<file path="src/rtl/mux_operand_skid.sv">
// N-way operand selector with a registered valid/ready output backed by a 2-entry skid buffer.
// Optional macro MUX_ERR_COUNT_EN adds an 8-bit saturating count of accepted out-of-range selects.
module mux_operand_skid #(
    parameter int WIDTH = 32,
    parameter int N_IN  = 4,
    parameter int SEL_W = 2
) (
    input  logic                  clk,
    input  logic                  reset,
    input  logic [N_IN*WIDTH-1:0] in_data,
    input  logic [SEL_W-1:0]      in_sel,
    input  logic                  in_valid,
    output logic                  in_ready,
    output logic [WIDTH-1:0]      out_data,
    output logic [SEL_W-1:0]      out_sel,
    output logic                  out_valid,
    input  logic                  out_ready,
    output logic                  sel_err
`ifdef MUX_ERR_COUNT_EN
    ,
    output logic [7:0]            err_count
`endif
);

    typedef enum logic [1:0] {
        S_EMPTY = 2'd0,
        S_ONE   = 2'd1,
        S_TWO   = 2'd2
    } state_t;

    state_t             state_q, state_d;
    logic [WIDTH-1:0]   main_data_q, main_data_d;
    logic [SEL_W-1:0]   main_sel_q, main_sel_d;
    logic               main_err_q, main_err_d;
    logic [WIDTH-1:0]   skid_data_q, skid_data_d;
    logic [SEL_W-1:0]   skid_sel_q, skid_sel_d;
    logic               skid_err_q, skid_err_d;
    logic               in_ready_q, in_ready_d;

    logic [WIDTH-1:0]   new_data;
    logic               new_err;
    logic               in_xfer;
    logic               out_xfer;

    // Out-of-range selects yield a zero word rather than an undefined slice.
    function automatic logic [WIDTH-1:0] pick_word(input logic [N_IN*WIDTH-1:0] d,
                                                   input logic [SEL_W-1:0]      s);
        logic [WIDTH-1:0] w;
        w = '0;
        for (int k = 0; k < N_IN; k++) begin
            if (s == SEL_W'(k)) begin
                w = d[k*WIDTH +: WIDTH];
            end
        end
        return w;
    endfunction

    function automatic logic sel_out_of_range(input logic [SEL_W-1:0] s);
        logic bad;
        bad = 1'b1;
        for (int k = 0; k < N_IN; k++) begin
            if (s == SEL_W'(k)) begin
                bad = 1'b0;
            end
        end
        return bad;
    endfunction

    assign new_data = pick_word(in_data, in_sel);
    assign new_err  = sel_out_of_range(in_sel);
    assign in_xfer  = in_valid & in_ready_q;
    assign out_xfer = (state_q != S_EMPTY) & out_ready;

    always_comb begin
        state_d     = state_q;
        main_data_d = main_data_q;
        main_sel_d  = main_sel_q;
        main_err_d  = main_err_q;
        skid_data_d = skid_data_q;
        skid_sel_d  = skid_sel_q;
        skid_err_d  = skid_err_q;

        unique case (state_q)
            S_EMPTY: begin
                if (in_xfer) begin
                    main_data_d = new_data;
                    main_sel_d  = in_sel;
                    main_err_d  = new_err;
                    state_d     = S_ONE;
                end
            end
            S_ONE: begin
                if (in_xfer && out_xfer) begin
                    main_data_d = new_data;
                    main_sel_d  = in_sel;
                    main_err_d  = new_err;
                end else if (in_xfer) begin
                    skid_data_d = new_data;
                    skid_sel_d  = in_sel;
                    skid_err_d  = new_err;
                    state_d     = S_TWO;
                end else if (out_xfer) begin
                    state_d = S_EMPTY;
                end
            end
            S_TWO: begin
                if (out_xfer) begin
                    main_data_d = skid_data_q;
                    main_sel_d  = skid_sel_q;
                    main_err_d  = skid_err_q;
                    state_d     = S_ONE;
                end
            end
            default: begin
                state_d = S_EMPTY;
            end
        endcase

        // Registered so in_ready never depends combinationally on out_ready.
        in_ready_d = (state_d != S_TWO);
    end

    always_ff @(posedge clk or posedge reset) begin
        if (reset) begin
            state_q     <= S_EMPTY;
            main_data_q <= '0;
            main_sel_q  <= '0;
            main_err_q  <= 1'b0;
            skid_data_q <= '0;
            skid_sel_q  <= '0;
            skid_err_q  <= 1'b0;
            in_ready_q  <= 1'b1;
        end else begin
            state_q     <= state_d;
            main_data_q <= main_data_d;
            main_sel_q  <= main_sel_d;
            main_err_q  <= main_err_d;
            skid_data_q <= skid_data_d;
            skid_sel_q  <= skid_sel_d;
            skid_err_q  <= skid_err_d;
            in_ready_q  <= in_ready_d;
        end
    end

`ifdef MUX_ERR_COUNT_EN
    logic [7:0] err_cnt_q, err_cnt_d;

    always_comb begin
        err_cnt_d = err_cnt_q;
        if (in_xfer && new_err && (err_cnt_q != 8'hFF)) begin
            err_cnt_d = err_cnt_q + 8'd1;
        end
    end

    always_ff @(posedge clk or posedge reset) begin
        if (reset) begin
            err_cnt_q <= 8'd0;
        end else begin
            err_cnt_q <= err_cnt_d;
        end
    end

    assign err_count = err_cnt_q;
`endif

    assign in_ready  = in_ready_q;
    assign out_valid = (state_q != S_EMPTY);
    assign out_data  = main_data_q;
    assign out_sel   = main_sel_q;
    assign sel_err   = main_err_q;

endmodule

</file>
<file path="config.mk">
export PLATFORM = sky130hd
export DESIGN_NAME = mux_operand_skid
export DESIGN_NICKNAME = d
export VERILOG_FILES = /design/src/rtl/mux_operand_skid.sv
export SDC_FILE = /design/constraint.sdc
export NUM_CORES = 1
export LEC_CHECK = 0
export CORE_MARGIN = 4
export CORE_UTILIZATION = 54
export CTS_CLUSTER_SIZE = 28
export DETAILED_ROUTE_END_ITERATION = 7
export DONT_BUFFER_PORTS = 1
export PLACE_DENSITY_LB_ADDON = 0.15
export SYNTH_ARGS = -nofsm -noshare
export SYNTH_HDL_FRONTEND = slang
export SYNTH_SLANG_ARGS = --single-unit
</file>
<file path="constraint.sdc">
create_clock -name clk -period 3.5 [get_ports clk]
set_input_delay 0.875 -clock clk [delete_from_list [all_inputs] [get_ports clk]]
set_output_delay 0.875 -clock clk [all_outputs]
set_load 0.02 [all_outputs]
</file>
==> results.json <==
{
  "final_cell_mix": "mux2i_1 (97), dfrtp_1 (72), mux2_2 (37)",
  "synth_warnings": 0,
  "max_freq_ghz": 0.457,
  "grt_pass1_wl_mm": 18.0,
  "seqCellArea_um2": 1830,
  "initial_core_util": 0.564,
  "fin_util": 0.587,
  "vias": 3576,
  "leakage_nw": 1.99,
  "clkSlewWorstSetupHoldPaths_ns": 0.08,
  "worst_pin_slew_ns": 0.728,
  "fp-row-count": 33,
  "gp_congestion": 0.773,
  "slew_headroom": 0.515,
  "hpwl_mm": 7.75,
  "cts_resized": 0,
  "worstSetupEndpointType": "flip-flop",
  "setup_tns_ns": 0,
  "nFillCells": 721,
  "setup_violations": 0,
  "r2r-start": "in_ready$_DFF_PP1_",
  "crit_type": "reg -> reg",
  "yosysSeqAreaShare": 0.387,
  "cts_buffers": 9,
  "fin_crit_sh": 0.625,
  "coreArea_um2": 8380,
  "rsz0062_at_grt": "false",
  "seq_power_share": 0.520,
  "reg2regPathDepth": 4,
  "layout_commonest_cell": "mux2i_1",
  "grt_usage": 0.224,
  "switchingPower_mw": 1.29,
  "syn_avg_cell_area_um2": 10.7,
  "netlist_instances": 440,
  "io_buffers": 0,
  "p_total_mw": 3.43,
  "vias_per_cell": 6.89,
  "antenna_found_initial": 0,
  "rr_endpoint": "out_data[17]$_DFFE_PP0P_",
  "wire_per_inst_um": 22.8,
  "synth_area_um2": 4730,
  "path_max_fanout": 22,
  "required_ns": 3.71,
  "drt_pass1_iterations": 5,
  "fin_crit_ns": 2.19,
  "skew_ns": 0.0140,
  "postRouteAntennaNets": 0,
  "clock_latency_ns": 0.35,
  "worst_ep_arrival_time_ns": 2.40,
  "grt_max_degree": 99,
  "finalNonFillerCells": 519,
  "cts_sinks": 73,
  "htreeDepth": 3,
  "reg2reg_slack_ns": 1.31,
  "cts_tree": "yes",
  "chipHeight_um": 102,
  "grt_pass1_vias": 3469,
  "ir_drop_mv": 0.304,
  "p_int_mw": 2.14,
  "pre_cts_ws_ns": 1.05,
  "outcome": "complete, no violations",
  "initialDrtViolationCount": 127,
  "max-cap-violations": 0,
  "clock_power_share": 0.217,
  "overflow": 0,
  "pwr-share-comb": 0.263,
  "holdBufCountCts": 0,
  "drive_above_1_share": 0.169,
  "clock-root-buffer": "clkbuf_8",
  "drc": 0,
  "hold_class": "in -> async",
  "finalHoldViolCount": 0,
  "p_sw_frac": 0.376,
  "wl_mm": 11.8,
  "fin_nets": 543,
  "multi_input_area_um2": 2650,
  "ys_types": 29,
  "startpoint_type": "flip-flop",
  "synth-seq-cells": 73,
  "area_growth_pct": 3.97,
  "antenna_cells": 0,
  "clock_path_buffers": 2,
  "fp.dieW_um": 102,
  "ios": 171,
  "power_density_nw_per_um2": 697,
  "placed_cells": 503,
  "worst_slack_ns": 1.31,
  "post_cts_buffers": 0,
  "final_max_slew_viol_count": 0,
  "dieArea_um2": 10300,
  "syn_nets": 574
}
## layer usage
metal | routed length (µm) | track usage
met2 | 5770 | 0.371
met1 | 4780 | 0.278
met5 | 0 | 0
met4 | 269 | 0.0859
met3 | 996 | 0.0613
## sequential cells by signal, indices dropped and copies added, names as in the netlist
name / count
skid_data_q: 32
skid_sel_q: 2
sel_err: 1
out_sel: 2
skid_err_q: 1
state_q: 2
in_ready: 1
out_data: 32
## worst max path at each step
stage                       start                        to  depth (start not counted)
6_report       in_ready$_DFF_PP1_  out_data[17]$_DFFE_PP0P_                          4
5_1_grt        in_ready$_DFF_PP1_  out_data[17]$_DFFE_PP0P_                          4
4_1_cts        in_ready$_DFF_PP1_  out_data[20]$_DFFE_PP0P_                          4
3_5_place_dp             in_valid  out_data[17]$_DFFE_PP0P_                          4
3_3_place_gp             in_valid  out_data[19]$_DFFE_PP0P_                          4
2_1_floorplan               reset   out_data[0]$_DFFE_PP0P_                          1
## area by class of cell
class | count | area share
Clock buffer | 11 | 0.0288
Tap cell | 105 | 0.0267
Sequential cell | 73 | 0.372
Clock inverter | 5 | 0.0160
Inverter | 3 | 0.00229
Timing Repair Buffer | 10 | 0.0153
Multi-Input combinational cell | 312 | 0.539
## per-stage QoR
step                hold slack (ns)  cell area [µm²]
finish                        0.353             4920
global route                  0.350             4920
CTS                           0.344             4920
floorplan                     0.458             4730
global placement              0.471             4700
detailed placement            0.487             4700
## cells by family after synthesis
logic type | synth area share
multiplexers | 0.296
AND/OR/NAND/NOR | 0.135
flip-flops | 0.387
AO/OA/AOI/OAI | 0.127
buffers and inverters | 0.0550
## synth_stat cells (all sizes together)
cell type   n  area (µm²)
mux2i      97         971
dfrtp      72        1800
mux2       38         428
a311oi     32         280
a41oi      32         280
nand2      32         120
nand3b     32         240
or3        32         200
buf        26         151
clkbuf     26        97.6
inv         3        11.3
nand3       3        15.0
nand2b      2        12.5
nor2b       2        12.5
o21ai       2        10.0
a21o        1        7.51
a21oi       1        5.00
a31o        1        8.76
and2        1        6.26
and3b       1        8.76
dfstp       1        26.3
nor3b       1        18.8
o2bb2ai     1        8.76
or2         1        6.26
## power groups by stage
stage / combinational, mW / clock, mW / sequential [mW]
after floorplan: 0.802 / 0 / 1.69
after global placement: 0.878 / 0 / 1.80
after detailed placement: 0.903 / 0 / 1.81
after CTS: 0.908 / 0.761 / 1.79
after global routing: 1.00 / 0.798 / 1.84
final: 0.901 / 0.743 / 1.78
## worst max-delay path, cell delays in order (launching register included)
cell     delay [ns]
dfstp_2        0.60
and2_1         0.45
a31o_2         0.57
buf_4          0.31
a41oi_1        0.13
(Power assumes the default switching activity.)
==> edit 1, RTL diff (same flow settings) <==
Change the parameter `N_IN` from 4 to 3.
--- a/src/rtl/mux_operand_skid.sv
+++ b/src/rtl/mux_operand_skid.sv
@@ -3,5 +3,5 @@
 module mux_operand_skid #(
     parameter int WIDTH = 32,
-    parameter int N_IN  = 4,
+    parameter int N_IN  = 3,
     parameter int SEL_W = 2
 ) (
Interface: changed (resized in_data); port bits go from 171 to 139. The function was not compared with the original's and may differ.
==> edit 1 against the original RTL <==
- synthesized area fell by 14%
- power fell by 0.74%
- clock skew fell by 0.0044 ns
- first-iteration DRC count fell by 31%
- sequential cell count did not move
- wire length fell by 31%
- cell area fell by 13%
- worst setup slack improved by 0.13 ns
- critical path depth did not move
- utilization rose by 0.066 points
- die area fell by 13%
- final cell count fell by 26%
- critical path type unchanged
- largest cell class unchanged
- highest routed layer unchanged
==> edit 1: results (changes against the original RTL) <==
* Run status: finished clean (unchanged)
* Clock-cell share of area at 4.120% (was 4.480%)
* Most area-consuming cells after synthesis: sky130_fd_sc_hd__dfrtp_1 44%, sky130_fd_sc_hd__mux2_4 18%, sky130_fd_sc_hd__mux2_2 12%, sky130_fd_sc_hd__mux2i_1 8.6%, sky130_fd_sc_hd__o2bb2ai_1 6.7% (was sky130_fd_sc_hd__dfrtp_1 38%, sky130_fd_sc_hd__mux2i_1 21%, sky130_fd_sc_hd__mux2_2 8.8%, sky130_fd_sc_hd__a311oi_1 5.9%, sky130_fd_sc_hd__a41oi_1 5.9%)
* Top fanout value on the critical path at 21 (was 22)
* Sequential cell area share at 42.69% (was 37.19%)
* Comb_multi_in at 188 (was 312)
* Count of flip-flops and latches at 73 (unchanged)
* Combined global-route utilization of all metal layers at 18.35% (was 22.39%)
* Number of distinct standard cells referenced by the synthesized netlist at 30 (was 29)
* Fraction of final layout cells with drive strength greater than 1 at 42.11% (was 16.91%)
* Met3 Routed Length at 691 um (was 996 um)
* Largest net degree at the start of global routing at 47 (was 99)
* Cell-internal power at 2.274 mW (was 2.140 mW)
* Wire length per cell at 21.07 um (was 22.75 um)
* Total of plain and repair buffers excluding clock buffers at 7 (was 10)
* Routed length on met1 at 3.602 mm (was 4.778 mm)
* GR Util met3 at 4.861% (was 6.129%)
* Leakage power figure at 2.028 nW (was 1.993 nW)
* Sequential-to-total area share from yosys stat at 44.87% (was 38.66%)
* Number of vias per cell after detailed routing at 6.047 (was 6.890)
* Non-clock inverters at 2 (was 3)
* GR Layer Usage met2 at 28.13% (was 37.12%)
* Slew Limit Headroom at 54.32% (was 51.48%)
* Fin Clk Skew at 0.009585 ns (was 0.01401 ns)
* Placer Congestion at 0.7264 (was 0.7729)
* Post-placement worst setup slack at 1.120 ns (was 1.051 ns)
* Power per standard cell area at 794.4 nW/um^2 (was 697.1 nW/um^2)
* Total area of multi-input combinational cells at 2081 um^2 (was 2650 um^2)
* Area Growth Syn to Fin at 5.098% (was 3.969%)
* Post-layout nets at 383 (was 543)
* First-pass GRT wire length at 12.53 mm (was 18.00 mm)
* Power consumed by the clock network at 0.617 mW (was 0.743 mW)
-- edit 1: changes by cell type in the layout (fill, tap and decap cells not counted), moves of 4 or more --
| cell | delta |
|---|---|
| sky130_fd_sc_hd__mux2i_1 | -62 |
| sky130_fd_sc_hd__mux2_4 | +50 |
| sky130_fd_sc_hd__a311oi_1 | -32 |
| sky130_fd_sc_hd__a41oi_1 | -32 |
| sky130_fd_sc_hd__or3_1 | -32 |
| sky130_fd_sc_hd__nand2_1 | -31 |
| sky130_fd_sc_hd__nand3b_1 | -30 |
| sky130_fd_sc_hd__o2bb2ai_1 | +30 |
| sky130_fd_sc_hd__mux2_2 | +7 |
| sky130_fd_sc_hd__buf_4 | -4 |
-- edit 1: kinds of logic after synthesis --
| group | count (synthesis) | synth area share (%) |
|---|---|---|
| compound gates | 44 | 8.999 |
| buf+inv | 24 | 4.177 |
| flops | 73 | 44.87 |
| mux | 131 | 39.74 |
| simple gates | 13 | 2.212 |
==> edit 2, RTL diff (same settings) <==
Without the edit above. The 3 states of `state_t` get a one-hot encoding in 3 bits.
--- a/src/rtl/mux_operand_skid.sv
+++ b/src/rtl/mux_operand_skid.sv
@@ -23,8 +23,8 @@
 );
 
-    typedef enum logic [1:0] {
-        S_EMPTY = 2'd0,
-        S_ONE   = 2'd1,
-        S_TWO   = 2'd2
+    typedef enum logic [2:0] {
+        S_EMPTY = 3'b001,
+        S_ONE   = 3'b010,
+        S_TWO   = 3'b100
     } state_t;
 
Formal check against the unedited RTL: no difference found for any inputs over 4 cycles, from zero or initial values and one cycle with reset high; so few cycles prove little.
==> edit 2 against the original RTL <==
- sequential cell count increased by 1
- wire length decreased by 32%
- synthesized area decreased by 12%
- worst setup slack got worse by 0.012 ns
- power decreased by 0.79%
- cell area decreased by 11%
- worst hold slack improved by 0.15 ns
==> edit 2: results (changes against the original RTL) <==
* Fraction of final layout cells with drive strength greater than 1 at 61.02% (was 16.91%)
* Worst VDD drop at 0.3624 mV (was 0.3036 mV)
* Leakage power figure at 1.866 nW (was 1.993 nW)
* Most used standard cells in the synthesized netlist: 72 x sky130_fd_sc_hd__dfrtp_1, 68 x sky130_fd_sc_hd__mux2_2, 32 x sky130_fd_sc_hd__mux4_2, 28 x sky130_fd_sc_hd__mux2_4, 6 x sky130_fd_sc_hd__mux2_1 (was 97 x sky130_fd_sc_hd__mux2i_1, 72 x sky130_fd_sc_hd__dfrtp_1, 37 x sky130_fd_sc_hd__mux2_2)
* Vias in the first global route at 2425 (was 3469)
* GR Util met3 at 5.160% (was 6.129%)
* Class of the most critical hold timing path: reg -> reg (was in -> async)
* First-pass GRT wire length at 12.32 mm (was 18.00 mm)
* Combined global-route utilization of all metal layers at 18.00% (was 22.39%)
* Reg-to-reg endpoint: skid_data_q[9] (was out_data[17])
* Placer Congestion at 0.7084 (was 0.7729)
* Most area-consuming cells after synthesis: sky130_fd_sc_hd__dfrtp_1 43%, sky130_fd_sc_hd__mux2_2 18%, sky130_fd_sc_hd__mux4_2 17%, sky130_fd_sc_hd__mux2_4 10%, sky130_fd_sc_hd__mux2_1 1.6% (was sky130_fd_sc_hd__dfrtp_1 38%, sky130_fd_sc_hd__mux2i_1 21%, sky130_fd_sc_hd__mux2_2 8.8%, sky130_fd_sc_hd__a311oi_1 5.9%, sky130_fd_sc_hd__a41oi_1 5.9%)
* Total iterations of the first detailed-routing run at 4 (was 5)
* Syn Nets at 387 (was 574)
* Cell at the root of the clock tree: sky130_fd_sc_hd__clkbuf_8 (unchanged)
* Detailed placer's ending HPWL at 5.573 mm (was 7.745 mm)
* Number of distinct standard cells referenced by the synthesized netlist at 30 (was 29)
* DRT iter0 DRCs at 34 (was 127)
* Largest net degree at the start of global routing at 63 (was 99)
* Area post-placement at 4156 um^2 (was 4696 um^2)
* Sequential-to-total area share from yosys stat at 44.65% (was 38.66%)
* GR Layer Usage met2 at 28.55% (was 37.12%)
* Arrival time worst endpoint at 2.42 ns (was 2.40 ns)
* Wire length per cell at 22.78 um (was 22.75 um)
* Post-layout nets at 383 (was 543)
* Fraction of registers with async set/reset at 100.0% (unchanged)
* Post-Layout Inst Area at 4377 um^2 (was 4916 um^2)
* Slew Limit Headroom at 28.29% (was 51.48%)
* Mean Syn Cell Area at 16.41 um^2 (was 10.75 um^2)
* Number of vias after detailed routing at 2182 (was 3576)
* Number of instances in the placed design at 337 (was 503)
* Met1 track demand over resource at 23.28% (was 27.83%)
* Final Instance Count excl. Fillers at 353 (was 519)
* Number of filler cells placed in the layout at 590 (was 721)
* Launching element of the worst setup path: in_ready (unchanged)
* Top fanout value on the critical path at 36 (was 22)
* Run status: finished clean (unchanged)
==> edit 2: logic make-up after synthesis <==
logic type	Yosys count	share of synthesized area [%]
AOI/OAI and AO/OA	7	1.085
and+or+nand+nor	14	2.200
DFF	74	44.65
muxes	135	47.79
buffers and inverters	23	4.278
==> edit 2: metrics by stage <==
| stage | total power, mW | worst slack, ns |
|---|---|---|
| 2_1_floorplan | 2.535 | 0.7467 |
| 5_1_grt | 3.601 | 1.228 |
| 3_5_place_dp | 2.704 | 1.053 |
| 4_1_cts | 3.445 | 1.295 |
| 3_3_place_gp | 2.669 | 1.085 |
| 6_report | 3.400 | 1.299 |
==> edit 2: worst min path at each step <==
stage | start | end | slack (ns) | cells after the start
2_1_floorplan | skid_err_q | skid_err_q | 0.45 | 1
3_3_place_gp | skid_err_q | skid_err_q | 0.47 | 1
3_5_place_dp | skid_err_q | skid_err_q | 0.49 | 1
4_1_cts | skid_data_q[30] | skid_data_q[30] | 0.51 | 1
5_1_grt | skid_data_q[9] | skid_data_q[9] | 0.52 | 1
6_report | skid_data_q[30] | skid_data_q[30] | 0.51 | 1
==> edit 2: final cells by class <==
| type | instances | share of cell area [%] |
|---|---|---|
| multi-input cells | 156 | 48.63 |
| inverters | 3 | 0.2859 |
| well taps | 99 | 2.830 |
| repair buffers | 5 | 0.8576 |
| clock inverters | 4 | 1.715 |
| flip-flops and latches | 74 | 42.37 |
| clock buffers | 12 | 3.316 |
==> edit 2: critical path, cell delays in order (launching register included) <==
cell,delay [ns]
sky130_fd_sc_hd__dfstp_2,0.60
sky130_fd_sc_hd__nand2_1,0.13
sky130_fd_sc_hd__or4b_2,0.62
sky130_fd_sc_hd__buf_4,0.34
sky130_fd_sc_hd__mux2_4,0.37
==> edit 2: power breakdown <==
| part | total [mW] | switching (mW) | internal [mW] |
|---|---|---|---|
| clock | 0.726 | 0.304 | 0.422 |
| sequential | 1.81 | 0.529 | 1.28 |
| combinational | 0.869 | 0.273 | 0.596 |
| total | 3.40 | 1.11 | 2.29 |
==> edit 2: metal layers <==
metal	part of all wire [%]	vias up
met2	50	98
li1	-	953
met5	0	-
met3	9.3	12
met4	1.7	0
met1	39	1119
